**config.mk**
```make
export PLATFORM = sky130hd
export DESIGN_NAME = param_serial_lock
export DESIGN_NICKNAME = d
export VERILOG_FILES = /design/src/rtl/param_serial_lock.sv
export SDC_FILE = /design/constraint.sdc
export NUM_CORES = 1
export LEC_CHECK = 0
export BUFFER_PORTS_ARGS = -buffer_cell sky130_fd_sc_hd__buf_4
export CAP_MARGIN = 20
export CORE_AREA = 10 10 69 71
export DETAILED_ROUTE_END_ITERATION = 10
export DIE_AREA = 0 0 79 81
export GPL_ROUTABILITY_DRIVEN = 0
export PLACE_DENSITY = 0.85
export REMOVE_ABC_BUFFERS = 1
export SLEW_MARGIN = 10
export SYNTH_ARGS = -nofsm -noshare
export SYNTH_HDL_FRONTEND = slang
export SYNTH_SLANG_ARGS = --single-unit
export TNS_END_PERCENT = 10
```
**constraint.sdc**
```tcl
create_clock -name CLK -period 6.7 [get_ports CLK]
set_clock_uncertainty 0.15 [all_clocks]
set_input_delay 1.34 -clock CLK [delete_from_list [all_inputs] [get_ports CLK]]
set_output_delay 1.34 -clock CLK [all_outputs]
set_load 0.01 [all_outputs]
```
**src/rtl/param_serial_lock.sv**
```systemverilog
// rtl/param_serial_lock.sv - parametrised serial password lock with lockdown and atomic password update
//
// Ports:
//   CLK         clock, all state on rising edge
//   RST         asynchronous active-low reset
//   set_mode    level, sampled only with the first digit of a sequence
//   digit_valid strobe, digit accepted on a CLK edge where high
//   digit       digit value (DIGIT_W bits)
//   clear       synchronous abort of the sequence in progress (wins over digit_valid)
//   unlock      lock open
//   error       last attempt failed
//   warning     lockdown active
//   set_done    one-cycle pulse on password commit
//   fail_count  consecutive failures, saturating at MAX_FAIL
//   dbg_state   IDLE=0, VERIFY=1, SET=2, LOCKED=3
module param_serial_lock #(
    parameter int DIGIT_W  = 4,
    parameter int PW_LEN   = 4,
    parameter int MAX_FAIL = 3,
    parameter logic [PW_LEN*DIGIT_W-1:0] INIT_PW    = {4'd0, 4'd0, 4'd0, 4'd0},
    parameter logic [PW_LEN*DIGIT_W-1:0] ADMIN_CODE = {4'd9, 4'd2, 4'd1, 4'd0}
) (
    input  logic                            CLK,
    input  logic                            RST,
    input  logic                            set_mode,
    input  logic                            digit_valid,
    input  logic [DIGIT_W-1:0]              digit,
    input  logic                            clear,
    output logic                            unlock,
    output logic                            error,
    output logic                            warning,
    output logic                            set_done,
    output logic [$clog2(MAX_FAIL+1)-1:0]   fail_count,
    output logic [1:0]                      dbg_state
);

    localparam int IDX_W  = $clog2(PW_LEN);
    localparam int FAIL_W = $clog2(MAX_FAIL + 1);
    localparam int PW_W   = PW_LEN * DIGIT_W;

    localparam logic [IDX_W-1:0]  IDX_LAST = IDX_W'(PW_LEN - 1);
    localparam logic [IDX_W-1:0]  IDX_ONE  = IDX_W'(1);
    localparam logic [FAIL_W-1:0] FAIL_MAX = FAIL_W'(MAX_FAIL);
    localparam logic [FAIL_W-1:0] FAIL_ONE = FAIL_W'(1);

    typedef enum logic [1:0] {
        S_IDLE   = 2'd0,
        S_VERIFY = 2'd1,
        S_SET    = 2'd2,
        S_LOCKED = 2'd3
    } lockState_t;

    lockState_t         state, stateNext;
    logic [IDX_W-1:0]   idx, idxNext;
    logic               mismatch, mismatchNext;
    logic [PW_W-1:0]    pwReg, pwNext;
    logic [DIGIT_W-1:0] shadow [PW_LEN];
    logic [DIGIT_W-1:0] shadowNext [PW_LEN];
    logic               unlockNext, errorNext, warningNext, setDoneNext;
    logic [FAIL_W-1:0]  failNext, failInc;
    logic [DIGIT_W-1:0] refDigit;
    logic               misAcc;
    logic               isLast;

    assign dbg_state = state;

    always_ff @(posedge CLK or negedge RST) begin
        if (!RST) begin
            state      <= S_IDLE;
            idx        <= '0;
            mismatch   <= 1'b0;
            pwReg      <= INIT_PW;
            for (int i = 0; i < PW_LEN; i++) begin
                shadow[i] <= '0;
            end
            unlock     <= 1'b0;
            error      <= 1'b0;
            warning    <= 1'b0;
            set_done   <= 1'b0;
            fail_count <= '0;
        end else begin
            state      <= stateNext;
            idx        <= idxNext;
            mismatch   <= mismatchNext;
            pwReg      <= pwNext;
            shadow     <= shadowNext;
            unlock     <= unlockNext;
            error      <= errorNext;
            warning    <= warningNext;
            set_done   <= setDoneNext;
            fail_count <= failNext;
        end
    end

    always_comb begin
        stateNext    = state;
        idxNext      = idx;
        mismatchNext = mismatch;
        pwNext       = pwReg;
        shadowNext   = shadow;
        unlockNext   = unlock;
        errorNext    = error;
        warningNext  = warning;
        setDoneNext  = 1'b0;
        failNext     = fail_count;

        // The admin sequence replaces the password as reference while locked.
        if (state == S_LOCKED) begin
            refDigit = ADMIN_CODE[int'(idx)*DIGIT_W +: DIGIT_W];
        end else begin
            refDigit = pwReg[int'(idx)*DIGIT_W +: DIGIT_W];
        end
        // mismatch is always 0 at idx 0, so accumulating is safe on the first digit too.
        misAcc  = mismatch | (digit != refDigit);
        isLast  = (idx == IDX_LAST);
        failInc = (fail_count == FAIL_MAX) ? fail_count : fail_count + FAIL_ONE;

        if (clear) begin
            case (state)
                S_VERIFY, S_SET: begin
                    stateNext    = S_IDLE;
                    idxNext      = '0;
                    mismatchNext = 1'b0;
                end
                S_LOCKED: begin
                    idxNext      = '0;
                    mismatchNext = 1'b0;
                end
                default: ;
            endcase
        end else if (digit_valid) begin
            case (state)
                S_IDLE: begin
                    errorNext = 1'b0;
                    idxNext   = IDX_ONE;
                    if (set_mode && unlock) begin
                        shadowNext[0] = digit;
                        stateNext     = S_SET;
                    end else begin
                        unlockNext   = 1'b0;
                        mismatchNext = (digit != pwReg[DIGIT_W-1:0]);
                        stateNext    = S_VERIFY;
                    end
                end
                S_VERIFY: begin
                    if (isLast) begin
                        idxNext      = '0;
                        mismatchNext = 1'b0;
                        if (!misAcc) begin
                            unlockNext = 1'b1;
                            failNext   = '0;
                            stateNext  = S_IDLE;
                        end else begin
                            errorNext = 1'b1;
                            failNext  = failInc;
                            if (failInc == FAIL_MAX) begin
                                warningNext = 1'b1;
                                stateNext   = S_LOCKED;
                            end else begin
                                stateNext = S_IDLE;
                            end
                        end
                    end else begin
                        idxNext      = idx + IDX_ONE;
                        mismatchNext = misAcc;
                    end
                end
                S_SET: begin
                    if (isLast) begin
                        // Commit shadow plus the final digit in a single edge.
                        for (int i = 0; i < PW_LEN; i++) begin
                            if (i == PW_LEN - 1) begin
                                pwNext[i*DIGIT_W +: DIGIT_W] = digit;
                            end else begin
                                pwNext[i*DIGIT_W +: DIGIT_W] = shadow[i];
                            end
                        end
                        setDoneNext = 1'b1;
                        idxNext     = '0;
                        stateNext   = S_IDLE;
                    end else begin
                        shadowNext[idx] = digit;
                        idxNext         = idx + IDX_ONE;
                    end
                end
                S_LOCKED: begin
                    if (isLast) begin
                        idxNext      = '0;
                        mismatchNext = 1'b0;
                        if (!misAcc) begin
                            warningNext = 1'b0;
                            errorNext   = 1'b0;
                            failNext    = '0;
                            stateNext   = S_IDLE;
                        end else begin
                            failNext = FAIL_MAX;
                        end
                    end else begin
                        idxNext      = idx + IDX_ONE;
                        mismatchNext = misAcc;
                    end
                end
                default: ;
            endcase
        end
    end

endmodule

```
==> qor.yml, run 1 <==
start_util_pct: 58.8
ff2ff_path_depth: 8
clockRootBuffer: "clkbuf_4"
drt-total-wl_mm: 3.74
syn_area_um2: 2070
crit_chain: "ha_1 > nor2_1 > a211oi_1 > a31oi_1 > xnor2_1 > nand4_1 > a211o_2 > a22o_1"
cts.sinks: 39
criticalPathCategory: "flip-flop to flip-flop"
met2_usage_pct: 20.6
clkTransAtPathRegs_ps: 110
ys.flop_type: "dfrtp_1"
core_area_um2: 3520
hold_buffers: 0
hold_end: "shadow[10]"
timing.rr.end: "error"
r2r_slack_ps: 3670
synth.top_cell.area_share_pct: 47.1
avgSynthCellArea_um2: 11.0
io_buffers: 16
setup_tns_ps: 0
via_per_inst: 5.61
crit_path_top_delay_cell: "ha_1"
fin_ws_ps: 3670
status: "finished clean"
leakagePower_nw: 1.06
use_met3_pct: 4.30
yosysUniqueCellTypes: 38
grt.busiest_layer: "met2"
drv_slew: 0
slowest_delay_ps: 610
area_growth_pct: 7.79
rows: 22
required_ps: 6790
wl_per_cell_um: 14.9
crit_fanout: 19
dr_total_vias: 1408
die_area_um2: 6400
ioPinCount: 17
layout-drive-gt1-share_pct: 27.1
drt_pass1_iterations: 4
overflow: 0
cts_setup_buffers: 0
place_ws_ps: 3410
period_share_pct: 45.3
worstHoldPathCells: 1
synth.top_cells.by_area: "dfrtp_1 (47%), mux2_2 (15%), ha_1 (5.4%)"
synth_common_cells: "dfrtp_1 (39), mux2_2 (28), nor2_1 (15), nand2_1 (14), o21ai_0 (14)"
grt_usage_pct: 12.7
critPathBufInv: 0
worst_ep_arrival_time_ps: 3120
slew_headroom_pct: 46.1
yosysMostFrequentCell: "dfrtp_1"
grt_util_met1_pct: 15.2
grt_first_pass_wirelength_mm: 6.43
num-nets-final: 220
rsz0062_at_grt: "false"
synth_cells: 188
r2r-start: "dbg_state[0]"
p_per_area_nw_per_um2: 322
first_iter_violations: 103
die_h_um: 81
synth_edf_count: 0
fmax_ghz: 0.330
grt_max_degree: 40
worstSetupEndpointType: "flip-flop"
fill_cells: 305
numCtsBuffers: 5
cp-start-kind: "flip-flop"
min_period_ps: 3030
setup_viol: 0
yosysSeqAreaShare_pct: 47.1
tightest_slew_ps: 806
clk_path_buf_depth: 2
cts_tree: "yes"
hpwl_mm: 2.64
insertion_delay_ps: 340
ir_drop_v: 0.000142
hold_viol_final: 0
hold_class: "flip-flop to flip-flop"
antenna_cells: 0
post_cts_resized: 0
synthArstFlopShare_pct: 100
drc: 0
ys_ff_latch: 39
antenna_found_initial: 0
ant_nets: 0
ys_warn_count: 0
grt_pass1_vias: 1383
die_width_um: 79
htreeDepth: 2
min_from: "shadow[10]"
yosysTopAreaCell: "dfrtp_1"
path_delay_family: "compound AO/OA/AOI/OAI gates"
cap_violations: 0
## worst reg2reg max path, cell delays in order (launching register included)
cell      delay [ps]
dfrtp_1          490
ha_1             610
nor2_1           140
a211oi_1         250
a31oi_1           90
xnor2_1          170
nand4_1          410
a211o_2          460
a22o_1           180
## power breakdown
| part | total [mW] | internal (mW) | leakage (nW) | switching (mW) |
|---|---|---|---|---|
| clock network | 0.111 | 0.0409 | 0.0293 | 0.0700 |
| registers | 0.341 | 0.285 | 0.520 | 0.0559 |
| logic | 0.268 | 0.127 | 0.510 | 0.141 |
| total | 0.720 | 0.453 | 1.06 | 0.267 |
## stage by stage
step           utilization (%)  cell area [um^2]  hold WS (ps)  cells  power, mW
6_report                  63.4              2230           364    251      0.720
5_1_grt                   63.4              2230           379    251      0.783
4_1_cts                   63.4              2230           367    251      0.729
3_5_place_dp              62.0              2180           341    243      0.613
3_3_place_gp              62.0              2180           332    243      0.605
2_1_floorplan                -              2000           324    179      0.528
## worst max-delay path by stage
stage / start / end / slack (ps) / cells past startpoint
2_1_floorplan: digit_valid / pwReg[0] / 3890 / 3
3_3_place_gp: clear / pwReg[10] / 3500 / 4
3_5_place_dp: clear / pwReg[5] / 3410 / 4
4_1_cts: dbg_state[0] / error / 3690 / 8
5_1_grt: dbg_state[0] / error / 3370 / 8
6_report: dbg_state[0] / error / 3670 / 8
## state kept, by name, summed over array words and instances (netlist names)
signal	count
fail_count	2
dbg_state	2
shadow	12
pwReg	16
error	1
warning	1
unlock	1
mismatch	1
idx	2
set_done	1
## cell type report
cell class / instances / area (um^2) / area share (%)
multi-input cells: 133 / 1000 / 44.8
flip-flops and latches: 39 / 976 / 43.7
repair buffers: 16 / 120 / 5.38
well taps: 48 / 60.1 / 2.69
clock buffers: 7 / 45.0 / 2.02
inverters: 7 / 26.3 / 1.18
clock inverters: 1 / 5.00 / 0.224
## layout by cell type, fill, tap and decap left out, types with 2 or more instances in the layout
cell type	instances
a21oi_1	7
a31oi_1	2
buf_4	16
clkbuf_1	2
clkbuf_4	5
dfrtp_1	39
ha_1	9
inv_1	7
mux2_2	28
mux2i_1	5
nand2_1	14
nand2b_1	3
nand3_1	2
nand3b_1	2
nand4_1	2
nor2_1	15
nor3_1	3
o21a_1	2
o21ai_0	14
o22ai_1	2
o31ai_1	2
xnor2_1	5
xor2_1	2
## metal layers
| metal | part of all wire [%] | vias up | wire length [um] |
|---|---|---|---|
| met5 | 0 | - | 0 |
| met4 | 1.1 | 0 | 41 |
| met3 | 5.6 | 6 | 208 |
| met2 | 48 | 32 | 1780 |
| met1 | 46 | 681 | 1710 |
| li1 | - | 689 | - |
## cell families (layout without fill, tap and decap cells)
family	Yosys count	after routing	synth area share, %
buffers and inverters	16	31	4.59
flip-flops	39	39	47.1
multiplexers	33	33	17.6
AO/OA/AOI/OAI	40	40	12.3
AND/OR/NAND/NOR	43	43	9.29
XOR/XNOR	8	8	3.74
adder cells (fa/ha/maj)	9	9	5.43
(Power assumes the default switching activity.)
==> run 2: changes to the inputs <==
CORE_AREA = 10 10 71 73   (was 10 10 69 71)
DIE_AREA = 0 0 81 83   (was 0 0 79 81)
PLACE_DENSITY = 0.8   (was 0.85)
clock period = 2.9 ns   (was 6.7 ns; I/O delays follow)
==> run 2 against run 1 <==
- cell count up 1.6%
- global-route usage up 0.17 points
- setup slack worse by 3400 ps
- largest power group unchanged
- highest routed layer unchanged
==> qor.yml, run 2 (synthesized netlist as in run 1, its figures left out) <==
grt_usage_pct: 12.9  # +0.17 points
p_int_mw: 1.22  # +170%
htreeDepth: 2  # unchanged
top_regs: "pwReg (16), shadow (12)"
layout-drive-gt1-share_pct: 29.5  # +2.4 points
grt_pass1_vias: 1433  # +3.6%
drc: 0  # unchanged
post_cts_resized: 0  # unchanged
die_h_um: 83  # +2.5%
cts_tree: "yes"
slew_headroom_pct: 63.4  # +17 points
antenna_cells: 0  # unchanged
hold_viol_final: 0  # unchanged
via_per_inst: 5.73  # +2.2%
numCtsBuffers: 5  # unchanged
crit_path_top_delay_cell: "dfrtp_1"
switching_share_pct: 35.3  # -1.8 points
clk_path_buf_depth: 2  # unchanged
criticalPathCategory: "flip-flop to flip-flop"
dr_total_vias: 1462  # +3.8%
wl_per_cell_um: 16.0  # +7.4%
leakagePower_nw: 1.11  # +4.5%
ant_nets: 0  # unchanged
drt_pass1_iterations: 4  # unchanged
required_ps: 2960  # -3830 ps
core_area_um2: 3630  # +3.1%
crit_chain: "ha_1 > or2_2 > o22ai_1 > xor2_1 > nor2_1 > nand4_1 > buf_4 > a211o_1 > o22ai_1"
startpoint: "dbg_state[0]"
path_delay_family: "simple AND/OR/NAND/NOR gates"
fmax_ghz: 0.375  # +14%
clkTransAtPathRegs_ps: 80  # -30 ps
rows: 22  # unchanged
setup_viol: 0  # unchanged
hold_buffers: 0  # unchanged
ioPinCount: 17  # unchanged
cts.sinks: 39  # unchanged
critPathBufInv: 1  # +1
drt-total-wl_mm: 4.08  # +9.1%
grt_max_degree: 40  # unchanged
setup_tns_ps: 0  # unchanged
cts_setup_buffers: 0  # unchanged
clockRootBuffer: "clkbuf_8"
area_growth_pct: 12.3
largest_register_ff_count: 16  # unchanged
finalPower_mw: 1.89  # +160%
period_share_pct: 92.0  # +47 points
drv_slew: 0  # unchanged
grt_first_pass_wirelength_mm: 6.90  # +7.3%
largest_register: "pwReg"
p_clk_share_pct: 23.9  # +8.5 points
p_seq_share_pct: 41.8  # -5.5 points
mostFrequentLayoutCell: "dfrtp_1"
min_period_ps: 2670  # -365 ps
crit_fanout: 11  # -8
io_buffers: 16  # unchanged
power.switching_mw: 0.666  # +150%
path_common_cell: "o22ai_1"
ir_drop_v: 0.000536  # +280%
hold_slack_ps: 92.1  # -272 ps
fill_cells: 295  # -3.3%
worst_ep_arrival_time_ps: 2730  # -390 ps
num-nets-final: 224  # +1.8%
slowest_delay_ps: 460  # -150 ps
insertion_delay_ps: 290  # -50 ps
rsz0062_at_grt: "false"
tightest_slew_ps: 548  # -258 ps
status: "finished clean"
layout.area.seq_um2: 976  # unchanged
multi_input_area_um2: 1000  # unchanged
overflow: 0  # unchanged
start_util_pct: 57.1  # -1.8 points
hold_class: "input port to async pin"
antenna_found_initial: 0  # unchanged
die_width_um: 81  # +2.5%
r2r-start: "dbg_state[0]"
combPwrFrac_pct: 34.2  # -3.1 points
die_area_um2: 6720  # +5.1%
cap_violations: 0  # unchanged
p_per_area_nw_per_um2: 810  # +150%
cp-start-kind: "flip-flop"
first_iter_violations: 103  # unchanged
worstSetupEndpointType: "flip-flop"
final_cell_mix: "dfrtp_1 (39), mux2_2 (28), buf_4 (20), nor2_1 (15)"
hpwl_mm: 3.01  # +14%
==> run 2: stage by stage <==
stage | worst slack (ps) | instance area, um^2 | util (%) | cells
finish | 231 | 2330 | 64.0 | 255
global route | 39.6 | 2330 | 64.0 | 255
CTS | 234 | 2330 | 64.0 | 255
detailed placement | 255 | 2210 | 61.0 | 247
global placement | 410 | 2210 | 61.0 | 247
floorplan | 304 | 2000 | - | 179
==> run 2: worst paths after layout <==
check / end / slack, ps / cells after the start
worst max register to register: dbg_state[1] / 230 / 9
worst max-delay path: dbg_state[1] / 230 / 9
worst min register to register: pwReg[9] / 350 / 1
min in group CLK: pwReg[9] / 350 / 1
worst min-delay path: warning / 90 / 1
max in group asynchronous: pwReg[15] / 2160 / 1
==> run 2: per-layer routing <==
metal	GRT usage [%]	vias up	share of wire, %
met5	0	-	0
met4	4.23	0	1.8
met3	4.74	6	4.1
met2	19.4	26	48
met1	16.5	736	46
li1	-	694	-
==> run 2: layout make-up <==
cell class | count | share of cell area, %
multi-input cells | 133 | 43.1
well taps | 48 | 2.58
flip-flops and latches | 39 | 41.9
clock buffers | 5 | 2.96
inverters | 7 | 1.13
repair buffers | 20 | 6.45
clock inverters | 3 | 1.88
==> run 2: power by group through the flow <==
stage,combinational [mW],clock (mW),sequential (mW)
2_1_floorplan,0.444,0,0.776
3_3_place_gp,0.613,0,0.786
3_5_place_dp,0.642,0,0.800
4_1_cts,0.648,0.457,0.789
5_1_grt,0.720,0.493,0.808
6_report,0.646,0.451,0.789
